## config.mk

```make
export PLATFORM = sky130hd
export DESIGN_NAME = gray_pointer_sync_block
export DESIGN_NICKNAME = d
export VERILOG_FILES = /design/src/rtl/gray_pointer_sync_block.sv
export SDC_FILE = /design/constraint.sdc
export NUM_CORES = 1
export LEC_CHECK = 0
export CAP_MARGIN = 20
export CORE_MARGIN = 4
export CORE_UTILIZATION = 49
export DETAILED_ROUTE_END_ITERATION = 16
export MAX_ROUTING_LAYER = met4
export PLACE_DENSITY = 0.83
export SLEW_MARGIN = 10
export SYNTH_ARGS = -nofsm -noshare
export SYNTH_HDL_FRONTEND = slang
export SYNTH_SLANG_ARGS = --single-unit
```

## constraint.sdc

```tcl
create_clock -name clock_i -period 3.2 [get_ports clock_i]
set_clock_uncertainty 0.2 [all_clocks]
set_input_delay 0.48 -clock clock_i [delete_from_list [all_inputs] [get_ports clock_i]]
set_output_delay 0.48 -clock clock_i [all_outputs]
set_load 0.05 [all_outputs]
```

## src/rtl/gray_pointer_sync_block.sv

```systemverilog
// Multi-channel gray-pointer synchroniser: a flop chain per channel, then a
// registered gray-to-binary conversion, an advance pulse and a sticky
// illegal-step flag.
module gray_pointer_sync_block #(
  parameter int unsigned addr_size     = 3,
  parameter int unsigned sync_stages   = 2,
  parameter int unsigned channel_count = 1
) (
  input  logic                                     clock_i,
  input  logic                                     reset_i,
  input  logic [channel_count*(addr_size+1)-1:0]   gray_pointer_i,
  input  logic                                     clear_error_i,
  output logic [channel_count*(addr_size+1)-1:0]   gray_pointer_o,
  output logic [channel_count*(addr_size+1)-1:0]   binary_pointer_o,
  output logic [channel_count-1:0]                 pointer_update_o,
  output logic [channel_count-1:0]                 step_error_o,
  output logic                                     sync_valid_o
);

  localparam int unsigned W  = addr_size + 1;
  localparam int unsigned NW = channel_count * W;
  localparam int unsigned CW = $clog2(sync_stages + 2);
  localparam logic [CW-1:0] CNT_MAX = CW'(sync_stages + 1);

  logic [sync_stages-1:0][NW-1:0] chain_q;
  logic [NW-1:0]                  prev_q;
  logic [NW-1:0]                  bin_q, bin_d;
  logic [channel_count-1:0]       upd_q, upd_d;
  logic [channel_count-1:0]       err_q, err_d;
  logic [CW-1:0]                  cnt_q, cnt_d;
  logic                           valid_q, valid_d;

  // Binary bit i is the XOR of all gray bits at or above i.
  function automatic logic [W-1:0] gray2bin(input logic [W-1:0] g);
    logic [W-1:0] b;
    b = '0;
    for (int unsigned i = 0; i < W; i++) b = b ^ (g >> i);
    return b;
  endfunction

  function automatic int unsigned ones(input logic [W-1:0] v);
    int unsigned n;
    n = 0;
    for (int unsigned i = 0; i < W; i++) n = n + int'(v[i]);
    return n;
  endfunction

  // Next-state for conversion, update pulses, error flags and warm-up counter.
  always_comb begin
    bin_d   = '0;
    upd_d   = '0;
    err_d   = '0;
    cnt_d   = (cnt_q == CNT_MAX) ? cnt_q : cnt_q + 1'b1;
    valid_d = (cnt_d == CNT_MAX);
    for (int unsigned k = 0; k < channel_count; k++) begin
      bin_d[k*W +: W] = gray2bin(chain_q[sync_stages-1][k*W +: W]);
      upd_d[k] = valid_q && (chain_q[sync_stages-1][k*W +: W] != prev_q[k*W +: W]);
      // Set has priority over clear on the same edge.
      err_d[k] = (err_q[k] && !clear_error_i) ||
                 (upd_d[k] && (ones(chain_q[sync_stages-1][k*W +: W] ^ prev_q[k*W +: W]) > 1));
    end
  end

  // Synchroniser chain, conversion registers, flags and warm-up state.
  always_ff @(posedge clock_i) begin
    if (reset_i) begin
      chain_q <= '0;
      prev_q  <= '0;
      bin_q   <= '0;
      upd_q   <= '0;
      err_q   <= '0;
      cnt_q   <= '0;
      valid_q <= 1'b0;
    end else begin
      chain_q[0] <= gray_pointer_i;
      for (int unsigned s = 1; s < sync_stages; s++) chain_q[s] <= chain_q[s-1];
      prev_q  <= chain_q[sync_stages-1];
      bin_q   <= bin_d;
      upd_q   <= upd_d;
      err_q   <= err_d;
      cnt_q   <= cnt_d;
      valid_q <= valid_d;
    end
  end

  assign gray_pointer_o   = chain_q[sync_stages-1];
  assign binary_pointer_o = bin_q;
  assign pointer_update_o = upd_q;
  assign step_error_o     = err_q;
  assign sync_valid_o     = valid_q;

endmodule

```

==> results.cfg <==
[timing]
final.period_utilization_pct = 70.53
tightest_slew_ps = 507.5
fmax_mhz = 443.1
rsz0062_at_grt = false
slew_headroom_pct = 66.06
min_period_ps = 2257
finalHoldViolCount = 0
setup_viol = 0
tns_ps = 0
slew_violations = 0

[clock_tree]
cts_buffer_depth = 2
cts.sinks = 20
cts_tree = done
cts_setup_buffers = 0
cts_made_buffers = 3
cts_resized = 0
clkTransAtPathRegs_ps = 100
clk_latency_ps = 290
htreeDepth = 1
cts_hold_buf = 0
clock-root-buffer = clkbuf_4

[min_path]
hold_class = register to register

[synth]
syn_avg_cell_area_um2 = 11.08
syn_inst = 64
synth.distinct_cells = 16
synth_seq_area_share_pct = 56.44
synthesis.area_um2 = 709.4
ys_ff_latch = 20
ys_warn_count = 0
syn-num-nets = 73

[die]
die_w_um = 46.05
die_h_um = 46.05
core_region_area_um2 = 1334
start_util_pct = 53.19
dieArea_um2 = 2121
io-pin-count = 18
num_rows = 13

[worst_setup_path]
critical_path.max_stage_delay_ps = 850
crit_buf_inv = 1
worstSetupPathType = register to primary output
cp_slowest_cell = clkdlybuf4s50_1
cp-end-kind = primary output
critPathLaunchType = register
cp.arrival_ps = 1580
crit_chain = clkdlybuf4s50_1
critPathMaxFanout = 5
crit_family = buffers and inverters
critPathRequiredTime_ps = 2520

[job]
max_cap_viol_count = 0

[final_layout]
diodes = 0
area_growth_pct = 26.46
num-nets-final = 89
layout-drive-gt1-share_pct = 10.13
final_area_um2 = 897.1

[place]
hpwl_um = 777.2
gp_congestion = 0.6891
dpl_cell_area_um2 = 860.8
portBuffers = 17

[route]
drt_iter0_drc = 1
vias_per_cell = 4.479
ant_nets = 0
wirelength_um = 1031
wire_per_inst_um = 10.97
drtPass1Iterations = 4
vias = 421
drc = 0

[global_route]
grt_util_all_layers_pct = 12.85
grt_start_max_net_pins = 22
grt_pass1_vias = 441
gr-total-overflow = 0
grt_pass1_wl_um = 1759
antenna_found_initial = 0

[power]
p_leak_nw = 0.3692
ir_drop_mv = 0.3057
p_per_area_nw_per_um2 = 528.8

[status]
status = finished, final reports clean
==> path summary, 6_finish.rpt <==
check                                                   from                           end  slack, ps  cells past startpoint
worst max register to register  gray_pointer_o[3]$_SDFF_PP0_       step_error_o$_SDFF_PP0_       1440                      6
worst max-delay path            gray_pointer_o[2]$_SDFF_PP0_             gray_pointer_o[2]        940                      1
worst min register to register         chain_q[3]$_SDFF_PP0_  gray_pointer_o[3]$_SDFF_PP0_        250                      1
worst min-delay path                   chain_q[3]$_SDFF_PP0_  gray_pointer_o[3]$_SDFF_PP0_        250                      1
==> cell usage in the layout, fill, tap and decap left out <==
| master | count |
|---|---|
| xor2_1 | 3 |
| nor2_1 | 7 |
| a21boi_0 | 1 |
| a21oi_1 | 1 |
| nor2b_1 | 11 |
| dfxtp_1 | 20 |
| clkbuf_8 | 1 |
| xnor3_2 | 1 |
| clkdlybuf4s50_1 | 17 |
| ha_1 | 1 |
| nor2b_2 | 1 |
| xnor2_1 | 3 |
| clkbuf_4 | 3 |
| or3b_2 | 1 |
| buf_4 | 1 |
| o31ai_1 | 2 |
| inv_1 | 4 |
| fa_1 | 1 |
==> where the power goes <==
| part | internal (mW) | total, mW | switching (mW) |
|---|---|---|---|
| sequential | 0.261 | 0.268 | 0.00651 |
| combinational | 0.0303 | 0.0694 | 0.0391 |
| clock | 0.0693 | 0.137 | 0.0681 |
| total | 0.361 | 0.474 | 0.114 |
==> metrics by stage <==
stage	instances	setup WS, ps	hold WS (ps)	util (%)	total power [mW]
after global placement	90	1282	216.9	64.54	0.3417
final	94	943.0	247.9	67.26	0.4744
after CTS	94	916.1	253.2	67.26	0.4843
after floorplan	64	1539	213.0	-	0.3216
after detailed placement	90	1257	230.3	64.54	0.3438
after global routing	94	830.7	259.8	67.26	0.5033
==> synthesized netlist by cell type (all sizes together) <==
library cell,number,area share [%]
xor2,3,3.7
fa,1,2.8
xnor3,1,3.4
nor2,7,3.7
buf,5,5.3
ha,1,1.8
o31ai,2,2.1
nor2b,12,11
or3b,1,1.2
a21boi,1,1.1
inv,4,2.1
xnor2,3,3.7
a21oi,1,0.70
dfxtp,20,56
clkbuf,2,1.1
==> per-layer routing <==
layer,up-vias,part of all wire [%],track usage (%)
met2,14,49,20.88
li1,219,-,-
met5,-,0,-
met3,2,5.6,3.516
met4,0,0.78,8.523
met1,186,45,13.41
==> layout make-up <==
cell class                 count  area [um2]
fill                         117       436.7
sequential                    20       400.4
multi-input combinational     33       249.0
timing repair buffer          18       177.7
clock buffer                   4       36.28
tap                           15       18.77
inverter                       4       15.01
==> sequential cells by signal (all words and copies together) (netlist names) <==
name              flops
binary_pointer_o      3
pointer_update_o      1
cnt_q                 2
sync_valid_o          1
step_error_o          1
gray_pointer_o        4
chain_q               4
prev_q                4
==> cell families after synthesis <==
family	synth area share, %
AND/OR/NAND/NOR	15.87
flip-flops	56.44
buffers and inverters	8.466
XOR/XNOR	10.76
AO/OA/AOI/OAI	3.879
adder cells (fa/ha/maj)	4.585
Note: power is estimated with default switching activity, not from simulation.
